==> config.mk <==
export PLATFORM = sky130hd
export DESIGN_NAME = dsram_req_master
export DESIGN_NICKNAME = d
export VERILOG_FILES = /design/src/rtl/dsram_pkg.sv /design/src/rtl/store_align.sv /design/src/rtl/dsram_req_master.sv
export SDC_FILE = /design/constraint.sdc
export NUM_CORES = 1
export LEC_CHECK = 0
export BUFFER_PORTS_ARGS = -buffer_cell sky130_fd_sc_hd__buf_4
export CORE_UTILIZATION = 30
export DETAILED_ROUTE_END_ITERATION = 10
export HOLD_SLACK_MARGIN = 0.15
export PLACE_DENSITY_LB_ADDON = 0.08
export REMOVE_ABC_BUFFERS = 1
export SLEW_MARGIN = 20
export SYNTH_ARGS = -nofsm -noshare
export SYNTH_HDL_FRONTEND = slang
export SYNTH_SLANG_ARGS = --single-unit
==> constraint.sdc <==
create_clock -name clk -period 1.6 [get_ports clk]
set_clock_uncertainty 0.1 [all_clocks]
set_input_delay 0.32 -clock clk [delete_from_list [all_inputs] [get_ports clk]]
set_output_delay 0.32 -clock clk [all_outputs]
set_load 0.005 [all_outputs]
==> src/rtl/dsram_pkg.sv <==
// Shared types for the data-side SRAM request master: bus size codes and FSM states.
// No logic; constants and one helper only.
// Imported by dsram_req_master and store_align.
package dsram_pkg;

    localparam logic [1:0] SIZE_B = 2'b00;
    localparam logic [1:0] SIZE_H = 2'b01;
    localparam logic [1:0] SIZE_W = 2'b10;

    typedef enum logic [1:0] {
        IDLE = 2'd0,
        REQ  = 2'd1,
        WAIT = 2'd2
    } state_e;

    // Size code 11 is treated as a word on the bus.
    function automatic logic [1:0] norm_size(input logic [1:0] size);
        return (size == 2'b11) ? SIZE_W : size;
    endfunction

endpackage

==> src/rtl/store_align.sv <==
// Store alignment: byte strobes, replicated store data and misalignment flag.
// Latency: purely combinational.
// Backpressure: none; evaluated whenever inputs change.
module store_align
    import dsram_pkg::*;
(
    input  logic [1:0]  size_i,
    input  logic [1:0]  addr_lo_i,
    input  logic        wr_i,
    input  logic [31:0] wdata_i,
    output logic [3:0]  wstrb_o,
    output logic [31:0] wdata_o,
    output logic        misaligned_o
);

    // Strobe/data replication by size; loads never drive strobes.
    always_comb begin
        wstrb_o      = 4'b1111;
        wdata_o      = wdata_i;
        misaligned_o = 1'b0;
        case (size_i)
            SIZE_B: begin
                wstrb_o = 4'b0001 << addr_lo_i;
                wdata_o = {4{wdata_i[7:0]}};
            end
            SIZE_H: begin
                wstrb_o      = addr_lo_i[1] ? 4'b1100 : 4'b0011;
                wdata_o      = {2{wdata_i[15:0]}};
                misaligned_o = addr_lo_i[0];
            end
            default: begin
                wstrb_o      = 4'b1111;
                misaligned_o = (addr_lo_i != 2'b00);
            end
        endcase
        if (!wr_i) begin
            wstrb_o = 4'b0000;
        end
    end

endmodule

==> src/rtl/dsram_req_master.sv <==
// Data-side request master: one load/store per handshake onto the req/addr_ok/data_ok SRAM bus.
// Latency: accept in N, data_sram_req in N+1, resp_valid combinational on data_ok in WAIT.
// Backpressure: req_ready only in IDLE or on the WAIT data_ok cycle; flush cancels. Option: DSRAM_ALIGN_CHECK_EN.
module dsram_req_master
    import dsram_pkg::*;
(
    input  logic        clk,
    input  logic        resetn,
    input  logic        req_valid,
    output logic        req_ready,
    input  logic        req_wr,
    input  logic [1:0]  req_size,
    input  logic [31:0] req_addr,
    input  logic [31:0] req_wdata,
    input  logic        flush,
    output logic        data_sram_req,
    output logic        data_sram_wr,
    output logic [1:0]  data_sram_size,
    output logic [31:0] data_sram_addr,
    output logic [3:0]  data_sram_wstrb,
    output logic [31:0] data_sram_wdata,
    input  logic        data_sram_addr_ok,
    input  logic        data_sram_data_ok,
    input  logic [31:0] data_sram_rdata,
    output logic        resp_valid,
    output logic [31:0] resp_rdata,
    output logic        ale,
    output logic        busy
);

    state_e      state_q, state_d;
    logic        cancel_q, cancel_d;
    logic        wr_q;
    logic [1:0]  size_q;
    logic [31:0] addr_q;
    logic [31:0] wdata_q;
    logic [3:0]  wstrb_q;

    logic [3:0]  al_wstrb;
    logic [31:0] al_wdata;
    logic        al_misaligned;
    logic        accept;
    logic        issue;

    store_align u_align (
        .size_i       (req_size),
        .addr_lo_i    (req_addr[1:0]),
        .wr_i         (req_wr),
        .wdata_i      (req_wdata),
        .wstrb_o      (al_wstrb),
        .wdata_o      (al_wdata),
        .misaligned_o (al_misaligned)
    );

    assign req_ready = (state_q == IDLE) || ((state_q == WAIT) && data_sram_data_ok);
    assign accept    = req_valid && req_ready && !flush;

`ifdef DSRAM_ALIGN_CHECK_EN
    logic ale_q;

    // A misaligned op is swallowed at accept; only the alignment exception is raised.
    assign issue = accept && !al_misaligned;
    assign ale   = ale_q;

    // One-cycle alignment exception pulse following the accept.
    always_ff @(posedge clk) begin
        if (!resetn) begin
            ale_q <= 1'b0;
        end else begin
            ale_q <= accept && al_misaligned;
        end
    end
`else
    logic unused_misaligned;

    assign unused_misaligned = al_misaligned;
    assign issue             = accept;
    assign ale               = 1'b0;
`endif

    // Next-state and cancel tracking for the single outstanding transaction.
    always_comb begin
        state_d  = state_q;
        cancel_d = cancel_q;
        case (state_q)
            IDLE: begin
                if (issue) begin
                    state_d  = REQ;
                    cancel_d = 1'b0;
                end
            end
            REQ: begin
                if (data_sram_addr_ok) begin
                    // Address already taken: the data phase must still be drained.
                    state_d  = WAIT;
                    cancel_d = cancel_q || flush;
                end else if (flush) begin
                    state_d = IDLE;
                end
            end
            WAIT: begin
                if (flush) begin
                    cancel_d = 1'b1;
                end
                if (data_sram_data_ok) begin
                    state_d  = issue ? REQ : IDLE;
                    cancel_d = 1'b0;
                end
            end
            default: begin
                state_d  = IDLE;
                cancel_d = 1'b0;
            end
        endcase
    end

    // State register plus bus fields latched on issue and held until the next issue.
    always_ff @(posedge clk) begin
        if (!resetn) begin
            state_q  <= IDLE;
            cancel_q <= 1'b0;
            wr_q     <= 1'b0;
            size_q   <= 2'b00;
            addr_q   <= 32'h0;
            wdata_q  <= 32'h0;
            wstrb_q  <= 4'b0000;
        end else begin
            state_q  <= state_d;
            cancel_q <= cancel_d;
            if (issue) begin
                wr_q    <= req_wr;
                size_q  <= norm_size(req_size);
                addr_q  <= req_addr;
                wdata_q <= al_wdata;
                wstrb_q <= al_wstrb;
            end
        end
    end

    assign data_sram_req   = (state_q == REQ);
    assign data_sram_wr    = wr_q;
    assign data_sram_size  = size_q;
    assign data_sram_addr  = addr_q;
    assign data_sram_wstrb = wstrb_q;
    assign data_sram_wdata = wdata_q;

    assign resp_valid = (state_q == WAIT) && data_sram_data_ok && !cancel_q;
    assign resp_rdata = data_sram_rdata;
    assign busy       = (state_q != IDLE);

endmodule

==> results by group <==
Global route
  – Initial antenna violation count: 0
  – First-pass GRT wire length: 19.0 mm
  – Grt ovf: 0
  – Largest net degree at the start of global routing: 51
  – Vias in the first global route: 3,307
  – GR Util All Layers: 19.6%

Setup path
  – CP delay by family, top: flip-flops
  – WP buf/inv: 3
  – Nature of the critical path endpoint: output pin
  – Critical path required time: 1.18 ns
  – Crit Path Class: reg -> out
  – Crit-path max cell delay: 0.35 ns
  – CP Cell Sequence: inv_4, ha_4, a21oi_4, inv_6, buf_6
  – Crit Path Max Fanout: 3
  – Worst-path cell with the longest stage delay: dfxtp_2
  – Startpoint Class: flip-flop
  – WP data arrival: 1.25 ns

Clocking
  – H-Tree Level Count: 3
  – Num CTS Buffers: 9
  – CTS sink cnt: 74
  – Worst skew pair latency: 0.33 ns
  – Clk slew on worst S/H paths: 0.06 ns
  – CTS tree: yes
  – CTS Buffer Depth: 2
  – Root Driver: clkbuf_16

Final layout
  – Leading cell type in the layout, fill and taps excluded: buf_4
  – Finished Cell Area: 5300 µm²
  – Fin nets: 657
  – Highest-count cells in the layout ignoring fill and taps: buf_4, dfxtp_1, a21oi_1
  – Finished Layout Cells: 695
  – Area Growth Syn to Fin: 49.6%
  – Antenna cell count: 0
  – Share of layout cells above drive strength 1: 40.8%

Yosys
  – Netlist cell types: 35
  – Cell Area, Synth: 3540 µm²
  – Synth area leaders: dfxtp_1, a21oi_1, buf_4
  – Seq cells post-synth: 74
  – Post-synth top area cell: dfxtp_1
  – Mean post-synth cell area: 8.57 µm²
  – Sequential element share of the synthesized area: 41.8%
  – Number of enable flip-flop cells after synthesis: 0
  – Synth async-reset ratio: 0%
  – Top_reg_cell synth: dfxtp_1
  – Syn Inst Count: 413
  – Share of the synthesized area in the top cell type: 41.8%
  – YS warnings: 0

Power and ir drop
  – IR drop worst, VDD: 0.481 mV
  – Leak: 2.23 nW
  – Pwr Density: 1220 nW/µm²

Hold path
  – Worst hold path class: in -> reg

Detailed routing
  – Via count: 3,587
  – Wirelength per Cell: 17.8 µm
  – Final ANT Viol Nets: 0
  – DR pass1 iterations: 4
  – Via/cell ratio: 5.16
  – WL final: 12.4 mm
  – First DRT Iteration DRCs: 259
  – Drt drc: 0

STA
  – # setup viols final: 3
  – Final hold violation count: 0
  – FMAX: 599 MHz
  – Final period util: 104%
  – RSZ-0062 raised after global routing: true
  – Fin. max-slew vios: 0
  – Fin crit period: 1.67 ns
  – Hold_ws: 0.161 ns
  – PnR worst setup slack: -0.0682 ns

Place
  – Post-Place Cells: 658
  – Placed Area: 4660 µm²
  – I/O Buffers: 147
  – Post-DP HPWL: 8.47 mm
  – Setup slack at placement: -0.0703 ns
  – RD Place Congestion: 0.769

Floorplan
  – Die Ht: 111 µm
  – Die W: 111 µm
  – I/O Pins: 213
  – Die area: 12,200 µm²
  – Site row count: 39
  – Initial Utilization: 30.9%
  – Core area: 11,500 µm²

Run status
  – Violated checks: negative setup slack
  – Status: finished with violations

Job
  – Max Cap Violations: 0
==> what timing repair did <==
action | in CTS | in global routing
setup buffers | 3 | 2
hold buffers | 17 | 0
gates cloned | 0 | 1
resized for setup | 16 | 17
pin swaps | 3 | 4
setup endpoints to repair | 44 | 73
hold endpoints to repair | 17 | 0
==> cells in the mapped netlist (2+ instances only) <==
cell type  instances
mux2_2             8
a311oi_1           9
mux2i_1           18
o31ai_1            4
nor2b_1            2
o22ai_1            8
buf_2             14
dfxtp_1           74
o21ai_0           51
nor2_1             2
o211ai_1           4
a21oi_1           63
nand4b_1           2
buf_6              3
buf_4             38
nand2b_1           3
inv_1              4
clkbuf_1          16
nand3_1           44
ha_1               4
nand2_1           21
a211oi_1           8
==> registers in the layout, indices dropped and copies added (netlist names) <==
register / flops
data_sram_wr: 1
data_sram_size: 2
data_sram_wdata: 32
cancel_q: 1
data_sram_wstrb: 4
data_sram_addr: 32
state_q: 2
==> final timing paths <==
path                                   start                         endpoint  slack [ns]  cells after the start
max                  state_q[0]$_SDFFE_PN0P_                        req_ready       -0.07                      5
min                             req_addr[17]  data_sram_addr[17]$_SDFFE_PN0P_        0.16                      3
max reg2reg          state_q[0]$_SDFFE_PN0P_  data_sram_wstrb[1]$_SDFFE_PN0P_       -0.02                      8
min reg2reg  data_sram_addr[24]$_SDFFE_PN0P_  data_sram_addr[24]$_SDFFE_PN0P_        0.37                      2
==> per-layer routing <==
metal | GRT usage (%) | wire length [µm] | part of all wire (%)
met3 | 9.66 | 1350 | 11
met5 | 2.08 | 0 | 0
met4 | 6.40 | 149 | 1.2
met1 | 26.3 | 5630 | 45
met2 | 26.9 | 5270 | 42
==> worst reg2reg max path: stages (launching register included) <==
cell and delay [ns]:
dfxtp_2 0.33, inv_4 0.07, ha_4 0.16, a21oi_4 0.07, inv_6 0.06, buf_4 0.20, buf_4 0.20, nand2_2 0.09
o31ai_1 0.25
==> power by group <==
part,switching (W),internal (W),total [W],leakage (nW)
Combinational,0.00115,0.00116,0.00231,1.48
Clock,0.000768,0.00124,0.00201,0.142
Sequential,0.000119,0.00205,0.00217,0.606
==> cell families after synthesis <==
kind of cell | synth area share [%]
muxes | 7.63
and+or+nand+nor | 11.2
other | 0.106
DFF | 41.8
buffers and inverters | 13.5
adders and majority gates | 1.41
AOI/OAI and AO/OA | 24.4
==> through the flow <==
stage	utilization, %	power, W	setup TNS [ns]
4_1_cts	45.2	0.00634	-0.203
5_1_grt	46.2	0.00684	-2.46
6_report	46.2	0.00649	-0.141
2_1_floorplan	-	0.00301	-98.24
3_3_place_gp	40.6	0.00415	0
3_5_place_dp	40.6	0.00416	-1.58
==> cell type report <==
cell class | count | area [µm²]
clock buffer | 12 | 246
clock inverter | 3 | 40.0
fill | 1143 | 6170
inverter | 6 | 35.0
multi-input combinational | 262 | 1680
sequential | 74 | 1490
tap | 143 | 179
timing repair buffer | 195 | 1630
(Power assumes the default switching activity.)
